### config.mk
export PLATFORM = sky130hd
export DESIGN_NAME = calc_ctrl
export DESIGN_NICKNAME = d
export VERILOG_FILES = /design/src/rtl/calc_pkg.sv /design/src/rtl/calc_btn_cond.sv /design/src/rtl/calc_ctrl.sv
export SDC_FILE = /design/constraint.sdc
export NUM_CORES = 1
export LEC_CHECK = 0
export ABC_AREA = 1
export BUFFER_PORTS_ARGS = -buffer_cell sky130_fd_sc_hd__buf_2
export CELL_PAD_IN_SITES_DETAIL_PLACEMENT = 2
export CELL_PAD_IN_SITES_GLOBAL_PLACEMENT = 2
export CORE_ASPECT_RATIO = 0.6
export CORE_MARGIN = 4
export CORE_UTILIZATION = 38
export CTS_CLUSTER_DIAMETER = 30
export DETAILED_ROUTE_END_ITERATION = 6
export PLACE_DENSITY = 0.92
export SYNTH_ARGS = -nofsm -noshare
export SYNTH_HDL_FRONTEND = slang
export SYNTH_SLANG_ARGS = --single-unit
export TNS_END_PERCENT = 20
### constraint.sdc
create_clock -name clk -period 5.54 [get_ports clk]
set_input_delay 1.662 -clock clk [delete_from_list [all_inputs] [get_ports clk]]
set_output_delay 1.662 -clock clk [all_outputs]
set_load 0.02 [all_outputs]
### src/rtl/calc_pkg.sv
// ---------------------------------------------------------------------------
// calc_pkg
// Shared types and constants for the calculator sequencing controller.
//   - calc_state_t : power/operation state encoding
//   - CALC_WIDTH_DEFAULT / CALC_SYNC_DEFAULT : default parameter values
//   - BTN_* : bit positions of each button in the 4-bit button vector
// ---------------------------------------------------------------------------
package calc_pkg;

    localparam int CALC_WIDTH_DEFAULT = 7;
    localparam int CALC_SYNC_DEFAULT  = 2;

    localparam int BTN_NUM   = 4;
    localparam int BTN_LIG   = 0;
    localparam int BTN_SOMA  = 1;
    localparam int BTN_SUB   = 2;
    localparam int BTN_MULTI = 3;

    typedef enum logic [2:0] {
        ST_OFF  = 3'd0,
        ST_IDLE = 3'd1,
        ST_ADD  = 3'd2,
        ST_SUB  = 3'd3,
        ST_MUL  = 3'd4,
        ST_SHOW = 3'd5
    } calc_state_t;

endpackage

### src/rtl/calc_btn_cond.sv
// ---------------------------------------------------------------------------
// calc_btn_cond
// Conditions a vector of active-low push-buttons: a SYNC_STAGES-deep
// synchronizer followed by a registered falling-edge pulse generator.
// A held button yields exactly one single-cycle pulse; no debounce.
// Ports:
//   clk      in   system clock
//   rst_n    in   asynchronous active-low reset
//   i_btn_n  in   N  raw active-low button levels (asynchronous)
//   o_pulse  out  N  one-cycle press pulses (registered)
// ---------------------------------------------------------------------------
module calc_btn_cond
    import calc_pkg::*;
#(
    parameter int N           = BTN_NUM,
    parameter int SYNC_STAGES = CALC_SYNC_DEFAULT
) (
    input  logic         clk,
    input  logic         rst_n,
    input  logic [N-1:0] i_btn_n,
    output logic [N-1:0] o_pulse
);

    // All stages reset to released (1) so reset release never looks like a press.
    logic [N-1:0] r_sync [SYNC_STAGES];
    logic [N-1:0] r_prev;
    logic [N-1:0] r_pulse;
    logic [N-1:0] w_sync_last;

    assign w_sync_last = r_sync[SYNC_STAGES-1];

    // Synchronizer chain for the asynchronous button levels.
    always_ff @(posedge clk or negedge rst_n) begin
        if (!rst_n) begin
            for (int i = 0; i < SYNC_STAGES; i++) begin
                r_sync[i] <= '1;
            end
        end else begin
            r_sync[0] <= i_btn_n;
            for (int i = 1; i < SYNC_STAGES; i++) begin
                r_sync[i] <= r_sync[i-1];
            end
        end
    end

    // Falling-edge detect on the synchronized level, registered as a pulse.
    always_ff @(posedge clk or negedge rst_n) begin
        if (!rst_n) begin
            r_prev  <= '1;
            r_pulse <= '0;
        end else begin
            r_prev  <= w_sync_last;
            r_pulse <= r_prev & ~w_sync_last;
        end
    end

    assign o_pulse = r_pulse;

endmodule

### src/rtl/calc_ctrl.sv
// ---------------------------------------------------------------------------
// calc_ctrl
// Sequencing controller for the calculator datapath. Conditions the four
// push-buttons, runs the power/operation FSM, latches operands on each
// request and produces sign-magnitude results (add/sub in one cycle,
// multiply through a WIDTH-cycle shift-add engine).
// Ports:
//   clk      in   system clock
//   rst_n    in   asynchronous active-low reset
//   A, B     in   WIDTH    unsigned operands
//   b_lig    in   power toggle button (active-low)
//   b_soma   in   add request button (active-low)
//   b_sub    in   subtract request button (active-low)
//   b_multi  in   multiply request button (active-low)
//   Y        out  2*WIDTH  result magnitude
//   sinal    out  result sign (1 = negative)
//   EN       out  display enable, 1 while powered
//   busy     out  operation in progress
//   done     out  one-cycle pulse when Y/sinal carry a new result
// ---------------------------------------------------------------------------
module calc_ctrl
    import calc_pkg::*;
#(
    parameter int WIDTH       = CALC_WIDTH_DEFAULT,
    parameter int SYNC_STAGES = CALC_SYNC_DEFAULT
) (
    input  logic               clk,
    input  logic               rst_n,
    input  logic [WIDTH-1:0]   A,
    input  logic [WIDTH-1:0]   B,
    input  logic               b_lig,
    input  logic               b_soma,
    input  logic               b_sub,
    input  logic               b_multi,
    output logic [2*WIDTH-1:0] Y,
    output logic               sinal,
    output logic               EN,
    output logic               busy,
    output logic               done
);

    localparam int YW = 2 * WIDTH;
    localparam int CW = $clog2(WIDTH + 1);

    // Button conditioning
    logic [BTN_NUM-1:0] w_btn_n;
    logic [BTN_NUM-1:0] w_pulse;

    assign w_btn_n[BTN_LIG]   = b_lig;
    assign w_btn_n[BTN_SOMA]  = b_soma;
    assign w_btn_n[BTN_SUB]   = b_sub;
    assign w_btn_n[BTN_MULTI] = b_multi;

    calc_btn_cond #(
        .N           (BTN_NUM),
        .SYNC_STAGES (SYNC_STAGES)
    ) u_btn_cond (
        .clk     (clk),
        .rst_n   (rst_n),
        .i_btn_n (w_btn_n),
        .o_pulse (w_pulse)
    );

    // Registers
    calc_state_t      r_state;
    logic [YW-1:0]    r_y;
    logic             r_sinal;
    logic             r_en;
    logic             r_busy;
    logic             r_done;
    logic [WIDTH-1:0] r_op_a;
    logic [WIDTH-1:0] r_op_b;
    logic [WIDTH-1:0] r_mplier;
    logic [YW-1:0]    r_acc;
    logic [CW-1:0]    r_cnt;

    // Priority encoder: lig > soma > sub > multi; losers in the same cycle are dropped.
    logic w_ev_lig;
    logic w_ev_soma;
    logic w_ev_sub;
    logic w_ev_multi;

    always_comb begin
        w_ev_lig   = 1'b0;
        w_ev_soma  = 1'b0;
        w_ev_sub   = 1'b0;
        w_ev_multi = 1'b0;
        if (w_pulse[BTN_LIG]) begin
            w_ev_lig = 1'b1;
        end else if (w_pulse[BTN_SOMA]) begin
            w_ev_soma = 1'b1;
        end else if (w_pulse[BTN_SUB]) begin
            w_ev_sub = 1'b1;
        end else if (w_pulse[BTN_MULTI]) begin
            w_ev_multi = 1'b1;
        end else begin
            w_ev_multi = 1'b0;
        end
    end

    // Arithmetic on the latched operands (never on live A/B).
    logic [YW-1:0]    w_sum;
    logic             w_b_gt_a;
    logic [WIDTH-1:0] w_diff;
    logic [YW-1:0]    w_diff_y;
    logic [YW-1:0]    w_partial;
    logic [YW-1:0]    w_acc_next;
    logic             w_last_iter;

    // Datapath: sum, sign-magnitude difference and one shift-add step.
    always_comb begin
        w_sum    = YW'(r_op_a) + YW'(r_op_b);
        w_b_gt_a = (r_op_b > r_op_a);
        if (w_b_gt_a) begin
            w_diff = r_op_b - r_op_a;
        end else begin
            w_diff = r_op_a - r_op_b;
        end
        w_diff_y = YW'(w_diff);
        // Multiplicand is shifted by the iteration index rather than kept in a shift register.
        if (r_mplier[0]) begin
            w_partial = YW'(r_op_a) << r_cnt;
        end else begin
            w_partial = '0;
        end
        w_acc_next  = r_acc + w_partial;
        w_last_iter = (r_cnt == CW'(WIDTH - 1));
    end

    // Power/operation FSM with registered outputs.
    always_ff @(posedge clk or negedge rst_n) begin
        if (!rst_n) begin
            r_state  <= ST_OFF;
            r_y      <= '0;
            r_sinal  <= 1'b0;
            r_en     <= 1'b0;
            r_busy   <= 1'b0;
            r_done   <= 1'b0;
            r_op_a   <= '0;
            r_op_b   <= '0;
            r_mplier <= '0;
            r_acc    <= '0;
            r_cnt    <= '0;
        end else begin
            r_done <= 1'b0;
            case (r_state)
                ST_OFF: begin
                    if (w_ev_lig) begin
                        r_state <= ST_IDLE;
                        r_en    <= 1'b1;
                        r_y     <= '0;
                        r_sinal <= 1'b0;
                    end else begin
                        r_state <= ST_OFF;
                    end
                end

                ST_IDLE, ST_SHOW: begin
                    if (w_ev_lig) begin
                        r_state <= ST_OFF;
                        r_en    <= 1'b0;
                        r_y     <= '0;
                        r_sinal <= 1'b0;
                        r_busy  <= 1'b0;
                        r_cnt   <= '0;
                    end else if (w_ev_soma || w_ev_sub || w_ev_multi) begin
                        if (w_ev_soma) begin
                            r_state <= ST_ADD;
                        end else if (w_ev_sub) begin
                            r_state <= ST_SUB;
                        end else begin
                            r_state <= ST_MUL;
                        end
                        r_busy   <= 1'b1;
                        r_op_a   <= A;
                        r_op_b   <= B;
                        r_mplier <= B;
                        r_acc    <= '0;
                        r_cnt    <= '0;
                    end else begin
                        r_state <= r_state;
                    end
                end

                ST_ADD, ST_SUB: begin
                    if (w_ev_lig) begin
                        r_state <= ST_OFF;
                        r_en    <= 1'b0;
                        r_y     <= '0;
                        r_sinal <= 1'b0;
                        r_busy  <= 1'b0;
                        r_cnt   <= '0;
                    end else begin
                        if (r_state == ST_ADD) begin
                            r_y     <= w_sum;
                            r_sinal <= 1'b0;
                        end else begin
                            r_y     <= w_diff_y;
                            r_sinal <= w_b_gt_a;
                        end
                        r_done  <= 1'b1;
                        r_busy  <= 1'b0;
                        r_state <= ST_SHOW;
                    end
                end

                ST_MUL: begin
                    if (w_ev_lig) begin
                        r_state <= ST_OFF;
                        r_en    <= 1'b0;
                        r_y     <= '0;
                        r_sinal <= 1'b0;
                        r_busy  <= 1'b0;
                        r_cnt   <= '0;
                    end else begin
                        r_acc    <= w_acc_next;
                        r_mplier <= {1'b0, r_mplier[WIDTH-1:1]};
                        if (w_last_iter) begin
                            r_y     <= w_acc_next;
                            r_sinal <= 1'b0;
                            r_done  <= 1'b1;
                            r_busy  <= 1'b0;
                            r_cnt   <= '0;
                            r_state <= ST_SHOW;
                        end else begin
                            r_cnt <= r_cnt + CW'(1);
                        end
                    end
                end

                default: begin
                    r_state <= ST_OFF;
                    r_en    <= 1'b0;
                    r_y     <= '0;
                    r_sinal <= 1'b0;
                    r_busy  <= 1'b0;
                    r_cnt   <= '0;
                end
            endcase
        end
    end

    assign Y     = r_y;
    assign sinal = r_sinal;
    assign EN    = r_en;
    assign busy  = r_busy;
    assign done  = r_done;

endmodule

# Word level (Yosys, flattened, before mapping)
# Index checks and enable logic that the tools add are counted.
[op_classes]
n_reduce_logical = 15
add_sub_neg = 5
mul = 0
n_lt_le_gt_ge = 1
bitwise_logic = 4
eq_ne = 15
muxes = 56
n_div = 0
n_shift = 1
[ops]
columns = ["operator", "n"]
rows = [
  ["$mux 14", 7],
  ["$pmux 14 s3", 1],
  ["$mux 3", 12],
  ["$mux 7", 4],
  ["$pmux 14 s2", 1],
  ["$pmux 3 s4", 2],
  ["$mux 1", 22],
  ["$mux 8", 2],
  ["$add 14x14->14", 1],
  ["$pmux 7 s2", 1],
  ["$shl 7x3->14", 1],
  ["$sub 7x7->7", 2],
  ["$ne 2x2->1 const B", 5],
  ["$eq 3x3->1 const B", 3],
  ["$reduce_and 3->1", 3],
  ["$add 7x7->8", 1],
  ["$gt 7x7->1", 1],
  ["$eq 3x2->1 const B", 2],
  ["$ne 3x3->1 const B", 2],
  ["$pmux 1 s3", 2],
  ["$reduce_and 2->1", 3],
  ["$reduce_or 5->1", 1],
  ["$and 4x4->4", 1],
  ["$ne 2x1->1 const B", 2],
  ["other kinds (11)", 15],
]
[word_totals]
inputBits = 20
word_cells = 112
mem_bits_ro = 0
register_bits = 75
mem_count = 0
ramBits = 0
out_inout_bits = 18
latch_bits = 0

# Longest topological paths before layout
# Gate-level depths: netlist of the first run.
[logic_depth]
ltp_word = 8
mapped_depth = 18
mapped_depth_nobuf = 17

# Hierarchy
# A second synthesis of the first run with hierarchy kept.
[unflattened]
cells_unflattened = 657
area_unflattened_um2 = 4852.2
[by_module_without_submodules]
columns = ["module", "seq_area_each_um2", "instances", "cells_each", "area_per_inst_um2"]
rows = [
  ["calc_ctrl", 1476.4, 1, 633, 4396.7],
  ["calc_btn_cond", 415.4, 1, 24, 455.4],
]

# Worst setup path before layout of the first run
# OpenSTA, ideal clock, no wires.
[synth_timing]
path_kind = "register -> register"
startpoint = "reg r_cnt[0]"
endpoint = "reg r_y[6], in the netlist Y[6]"
t_required_ps = 5475
path_buffers = 2
t_arrival_ps = 2301
stages_incl_launch_ff = 16
setup_slack_ps = 3175
period_less_slack_ps = 2365
setup_time_ps = 65
path_cell_list = "dfrtp_1 buf_2 buf_2 o21ai_0 nand2_1 nor2_1 inv_1 fa_1 o21ai_1 nand2_1 nand2_1 xor2_1 nand2_1 nand2_1 nand2_1 nand2_1"
[synth_between]
elab_chain_len = 6
word_cells_on_any_way = 9
cone_classes = "add/sub: 1; eq/ne: 2; shift: 1; mux: 4; reduce/logical: 1"
[synth_lines]
columns = ["item", "line_no", "source"]
rows = [
  ["from (decl)", "calc_ctrl.sv:75", "logic [CW-1:0] r_cnt;"],
  ["from (signal assigned)", "calc_ctrl.sv:226", "r_cnt <= r_cnt + CW'(1);"],
  ["$shl 7x3->14", "calc_ctrl.sv:122", "w_partial = YW'(r_op_a) << r_cnt;"],
  ["$mux 14", "calc_ctrl.sv:121", "if (r_mplier[0]) begin"],
  ["$add 14x14->14", "calc_ctrl.sv:126", "w_acc_next = r_acc + w_partial;"],
  ["$mux 14", "calc_ctrl.sv:218", "if (w_last_iter) begin"],
  ["$mux 14", "calc_ctrl.sv:208", "if (w_ev_lig) begin"],
  ["$pmux 14 s3", "calc_ctrl.sv:146", "case (r_state)"],
  ["to (signal assigned)", "calc_ctrl.sv:195", "r_y <= w_sum;"],
  ["to (signal assigned)", "calc_ctrl.sv:198", "r_y <= w_diff_y;"],
  ["to (signal assigned)", "calc_ctrl.sv:219", "r_y <= w_acc_next;"],
  ["to (decl)", "calc_ctrl.sv:66", "logic [YW-1:0] r_y;"],
]
# Parallel ways exist; a longest one is shown, timed or not. The select of a mux whose other input is x is not followed.
# A chain may end at the register's enable or synchronous reset.

# Worst setup path in the final report of the first run
[layout_timing]
startpoint = "reg r_cnt[0]"
endpoint = "reg r_y[13], in the netlist Y[13]"
# The elaborated chain is that of the path after synthesis.

==> flow_summary.toml, run 1 <==
[sta]
hold-worst-slack_ns = 0.3549
timing.fmax_ghz = 0.3022
fin_crit_ns = 3.309
worst_pin_slew_ns = 1.014
relSlewSlack_pct = 32.42
slew_viol_final = 0
period_share_pct = 59.73
hold_viol = 0
setup_viol = 0
rsz0062_at_grt = "false"
finClkSkew_ns = 0.009696
fin_setup_tns_ns = 0

[global_route]
grt_max_degree = 76
antenna_found_initial = 0
grt_pass1_vias = 5264
grt-ovfl-total = 0
grt_pass1_wl_mm = 29.92
gr-usage-all-layers_pct = 26.56

[cts]
cts_hold_buf = 0
cts_tree = "built"
cts.clk_slew.worst_paths_ns = 0.07
numCtsBuffers = 9
clock-sinks = 75
cts_resized = 0
clock_latency_ns = 0.35
ctsRootBufferMaster = "clkbuf_16"
postCtsSetupRepairBufs = 0
cts_buffer_depth = 2
cts_max_level = 3

[worst_setup_path]
startpoint_type = "register"
cp.required_ns = 5.78
cp_max_fo = 18
r2r_slack_ns = 2.23
reg2reg_depth = 12
critPathKind = "reg2reg"
worstPathArrival_ns = 3.55
r2r-end = "Y[13]"
r2r-start = "r_cnt[0]"
endpoint_kind = "register"

[synthesis]
ys.flop_type = "dfrtp_1"
avgSynthCellArea_sq_um = 7.425
yosys.area.top_type_share_pct = 32.57
synthArstFlopShare_pct = 100.0
ys_types = 39
ys_top_cells_by_area = "dfrtp_1 33%, nand2_1 16%, ha_1 8.5%"
syn-num-nets = 709
netlist.top_cell.by_area = "dfrtp_1"
syn_area_sq_um = 4841
synth-seq-cells = 75
yosysSeqAreaShare_pct = 39.08
syn_inst = 652
synth_edf_count = 0
yosysWarnings = 0

[floorplan]
ioPinCount = 38
die_h_um = 95.43
core-area_sq_um = 12260
dieArea_sq_um = 14670
rows = 31
initial_core_util_pct = 39.50
die_x_um = 153.7

[finish]
diodes = 0
drive_gt1_share_pct = 12.01
fill_cells = 1489
layout_common_cells = "204 x nand2_1, 73 x inv_1, 63 x dfrtp_1"
post-route-cell-area_sq_um = 5459
nets = 743
syn_to_final_growth_pct = 12.77
final_common_cell = "nand2_1"

[power_and_ir_drop]
p_leak_nw = 2.913
ir_drop_mv = 0.3005
fin_total_pwr_w = 0.003581
power.density_nw_per_um2 = 656.0

[drt]
via_per_inst = 5.496
vias = 4705
firstDrtPassIters = 4
finalWirelength_mm = 18.55
drtIter0Drc = 272
drc = 0
ant_nets = 0
wl_per_cell_um = 21.67

[placement]
dpl.hpwl_mm = 13.73
io_buffers = 37
dpl_cell_area_sq_um = 5159
gp_congestion = 0.9445

[flow_run]
maxCapViolations = 0

[worst_hold_path]
min_to = "u_btn_cond.w_sync_last[1]"
hp-start = "u_btn_cond.r_sync[5]"
hold_depth = 0
holdCritPathClass = "reg2reg"

[run_status]
status = "completed"
==> worst max-delay path: stages, from the launching register on <==
cell,delay (ns)
dfrtp_1,0.72
o21ai_0,0.29
o21ai_0,0.36
o22ai_1,0.17
ha_1,0.37
a21oi_1,0.36
nor2_1,0.11
nor2_1,0.23
nor2_1,0.08
nor2_1,0.17
nand3_1,0.13
nand4_1,0.11
nand2_1,0.07
==> cell families after synthesis <==
| group | Yosys count | share of synthesized area (%) |
|---|---|---|
| buffers and inverters | 95 | 7.857 |
| multiplexers | 1 | 0.2068 |
| adder cells (fa/ha/maj) | 37 | 10.18 |
| AO/OA/AOI/OAI | 115 | 13.47 |
| XOR/XNOR | 9 | 1.628 |
| flip-flops | 75 | 39.08 |
| AND/OR/NAND/NOR | 320 | 27.58 |
==> cells in the mapped netlist (2+ instances only) <==
master,instances
nor3_1,2
nand3_1,36
nand4_1,11
o211ai_1,6
a21o_1,5
xor2_1,5
inv_2,7
nand3b_1,3
xnor2_1,4
buf_2,10
dfstp_2,12
fa_1,4
o22ai_1,7
o21bai_1,2
dfrtp_1,63
a31oi_1,2
nand2_1,204
ha_1,33
inv_1,73
nand2_2,2
a32o_1,2
nor2_2,3
nor2_1,54
o21ai_1,13
a21oi_1,30
o21ai_0,43
nor3_2,3
clkbuf_1,2
==> metal layers <==
metal | GRT usage, % | vias to the layer above | share of wire, %
li1 | - | 2180 | -
met1 | 36.74 | 2393 | 47
met2 | 42.78 | 112 | 45
met3 | 5.805 | 20 | 6.3
met4 | 6.686 | 0 | 1.2
met5 | 0 | - | 0
==> power by group <==
| group | switching, W | internal [W] | total [W] | leakage [nW] |
|---|---|---|---|---|
| logic | 0.00145 | 0.000621 | 0.00207 | 1.82 |
| clock network | 0.000267 | 0.000354 | 0.000621 | 0.140 |
| registers | 0.000183 | 0.000705 | 0.000888 | 0.954 |
==> sequential cells by signal, summed over array words and instances (netlist names) <==
signal and cells:
r_state 3, EN 1, done 1, u_btn_cond.o_pulse 4, r_op_a 7, r_op_b 7
r_mplier 7, Y 14, busy 1, u_btn_cond.r_prev 4, u_btn_cond.w_sync_last 4, r_acc 14
u_btn_cond.r_sync 4, sinal 1, r_cnt 3
==> area by class of cell <==
| type | instances | area [sq um] | area share (%) |
|---|---|---|---|
| Sequential cell | 75 | 1892 | 34.65 |
| Clock inverter | 6 | 71.32 | 1.306 |
| Clock buffer | 10 | 229.0 | 4.194 |
| Multi-Input combinational cell | 482 | 2569 | 47.05 |
| Tap cell | 165 | 206.4 | 3.782 |
| Timing Repair Buffer | 37 | 187.7 | 3.438 |
| Inverter | 81 | 304.0 | 5.570 |
==> stage by stage <==
stage | utilization [%] | instances | worst slack (ns)
2_1_floorplan | - | 652 | 3.175
3_3_place_gp | 42.09 | 840 | 2.771
3_5_place_dp | 42.09 | 840 | 2.425
4_1_cts | 44.54 | 856 | 2.298
5_1_grt | 44.54 | 856 | 1.980
6_report | 44.54 | 856 | 2.231
==> worst max path at each step <==
| stage | from | to |
|---|---|---|
| finish | r_cnt[0] | Y[13] |
| global route | r_cnt[0] | Y[13] |
| CTS | r_cnt[0] | Y[13] |
| detailed placement | r_cnt[0] | Y[13] |
| global placement | r_cnt[0] | Y[13] |
| floorplan | r_cnt[0] | Y[6] |
(Power assumes the default switching activity.)
==> run 2, diff against run 1 <==
- ABC_AREA: 1 -> 0
- CORE_UTILIZATION: 38 -> 34
- PLACE_DENSITY: 0.92 -> 0.82
- clock period: 5.54 -> 2.7 ns (I/O delays scaled with it)
==> run 2 against run 1 <==
  * Via count is 4.8% higher
  * Combinational power grew to 2.8 times the previous value
  * Wire length is 41% higher
  * Final area is 19% higher
  * Maximum frequency is 2.0% higher
  * Critical path depth is 3 higher
  * Largest cell class unchanged
  * The flow now finishes with violations (setup timing)
==> flow_summary.toml, run 2 <==
[sta]
fin_crit_ns = 3.244
worst_pin_slew_ns = 1.081
slew_viol_final = 0
period_share_pct = 120.1
hold_viol = 0
finClkSkew_ns = 0.01715
hold-worst-slack_ns = 0.3583
relSlewSlack_pct = 27.94
timing.fmax_ghz = 0.3083
setup_slack_ns = -0.5436
setup_viol = 22
rsz0062_at_grt = "true"

[cts]
ctsRootBufferMaster = "clkbuf_16"
clock_latency_ns = 0.38
cts_tree = "built"
numCtsBuffers = 9
cts.clk_slew.worst_paths_ns = 0.08
clock-sinks = 75
cts_max_level = 3
cts_buffer_depth = 2

[global_route]
grt_max_degree = 36
grt_pass1_vias = 5278
antenna_found_initial = 0
grt-ovfl-total = 0
grt_pass1_wl_mm = 34.65
gr-usage-all-layers_pct = 30.22

[worst_hold_path]
min_to = "u_btn_cond.w_sync_last[1]"
hp-start = "u_btn_cond.r_sync[5]"
hold_depth = 0
holdCritPathClass = "reg2reg"

[synthesis]
synth-seq-cells = 75
yosysSeqAreaShare_pct = 41.24
syn_area_sq_um = 4587
ys_top_cells_by_area = "dfrtp_1 34%, ha_1 9.0%, dfstp_2 6.9%"
netlist.top_cell.by_area = "dfrtp_1"
syn_inst = 499
syn-num-nets = 556
avgSynthCellArea_sq_um = 9.192
synthArstFlopShare_pct = 100.0
ys.flop_type = "dfrtp_1"
yosys.area.top_type_share_pct = 34.37
yosys-top-cells-count = "63 x dfrtp_1, 52 x nand2_1, 51 x o21ai_0"
synth_edf_count = 0
yosysWarnings = 0
synth_most_common_cell = "dfrtp_1"
ys_types = 61

[worst_setup_path]
cp_top_family = "compound AO/OA/AOI/OAI gates"
endpoint_kind = "register"
reg2reg_depth = 15
cp.required_ns = 2.97
critPathKind = "reg2reg"
r2r_slack_ns = -0.54
r2r-start = "r_cnt[0]"
worstPathArrival_ns = 3.51
crit_path_frequent_cell = "a21oi_4"
startpoint_type = "register"
r2r-end = "r_acc[10]"
max_stage_delay_ns = 0.50
crit_chain = "buf_6, nor2_4, a21oi_4, mux2i_2, a21oi_2, nor2b_4, ha_4, o21a_1, o31a_1, nor3_2, buf_4, a21oi_4, a311oi_4, a31oi_4, a22o_1"
cp_max_fo = 7
cp_num_buf_inv = 2
cpMaxStageDelayCell = "dfrtp_2"

[placement]
io_buffers = 37
pre_cts_ws_ns = -0.7003
gp_congestion = 0.8828
place_inst = 759
dpl.hpwl_mm = 13.98

[floorplan]
core-area_sq_um = 13010
initial_core_util_pct = 35.25
rows = 32
ioPinCount = 38
dieArea_sq_um = 15470
die_x_um = 158.0
die_h_um = 97.97

[run_status]
violations = "setup timing"
status = "complete, but fails checks"

[finish]
fin_cells = 795
final_common_cell = "buf_4"
drive_gt1_share_pct = 41.12
nets = 677
layout_common_cells = "91 x buf_4, 59 x dfrtp_1, 48 x nand2_1"
final_util_pct = 50.02
syn_to_final_growth_pct = 41.90
diodes = 0

[drt]
drtIter0Drc = 445
wl_per_cell_um = 32.84
firstDrtPassIters = 5
via_per_inst = 6.204
ant_nets = 0
finalWirelength_mm = 26.10
vias = 4932
drc = 0

[power_and_ir_drop]
fin_total_pwr_w = 0.009042
p_leak_nw = 2.975
power.density_nw_per_um2 = 1389
ir_drop_mv = 0.8006

[flow_run]
maxCapViolations = 0
run 2: changes by cell type in the layout (fill, tap and decap cells not counted), moves of 15 or more:
cell     previous run  this run
a22o_1              0        15
buf_4               1        91
inv_1              73        31
nand2_1           204        48
nand3_1            36         8
nor2_1             54        32
run 2: worst max path at each step:
stage               startpoint   endpoint  slack [ns]  cells after the start
floorplan             r_cnt[0]      Y[10]       -0.04                     14
global placement      r_cnt[0]      Y[12]       -0.28                     13
detailed placement    r_cnt[0]      Y[13]       -0.70                     14
CTS                   r_cnt[0]   r_acc[7]       -0.33                     14
global route          r_cnt[0]  r_acc[12]       -0.63                     15
finish                r_cnt[0]  r_acc[10]       -0.54                     15
run 2: through the flow:
stage                     instance area [sq um]  TNS [ns]
after floorplan                            4602   -0.1543
after global placement                     5468    -2.600
after detailed placement                   5468    -6.611
after CTS                                  6065    -3.999
after global routing                       6509    -9.371
final                                      6509    -7.975
run 2: worst register-to-register path, stage by stage (launching register included):
cell and delay [ns]:
dfrtp_2 0.50, buf_6 0.16, nor2_4 0.09, a21oi_4 0.05, mux2i_2 0.25, a21oi_2 0.14, nor2b_4 0.22, ha_4 0.26
o21a_1 0.13, o31a_1 0.14, nor3_2 0.21, buf_4 0.18, a21oi_4 0.09, a311oi_4 0.43, a31oi_4 0.07, a22o_1 0.22
run 2: final cells by class:
type	count	area, sq um
Clock buffer	9	225.2
Clock inverter	7	73.82
Fill cell	1326	6504
Inverter	33	123.9
Multi-Input combinational cell	368	3045
Sequential cell	75	1897
Tap cell	170	212.7
Timing Repair Buffer	133	930.9
run 2: repair_timing:
item	4_1_cts	5_1_grt
setup buffers	9	13
cloned	0	0
pin swaps	19	31
endpoints found under the setup margin	22	26
resized for setup	61	68
hold buffers	0	0
run 2: routing by layer:
layer	global-route usage [%]	vias to the layer above	wire [um]	share of wire (%)
li1	-	1992	-	-
met1	40.00	2565	10940	42
met2	46.90	294	11750	45
met3	8.370	81	2274	8.7
met4	12.06	0	1131	4.3
met5	0	-	0	0
run 2: cells by family (layout without fill, tap and decap cells):
kind of cell	after synthesis	after routing	synth area share (%)
buf+inv	56	182	4.910
compound gates	147	147	20.70
fa+ha+maj	37	37	10.75
flops	75	75	41.24
mux	14	14	3.110
simple gates	154	154	16.23
xor+xnor	16	16	3.055
run 2: where the power goes:
group          internal, W  switching [W]  total [W]
clock network     0.000659       0.000657    0.00132
logic              0.00239        0.00348    0.00587
registers          0.00143       0.000429    0.00186
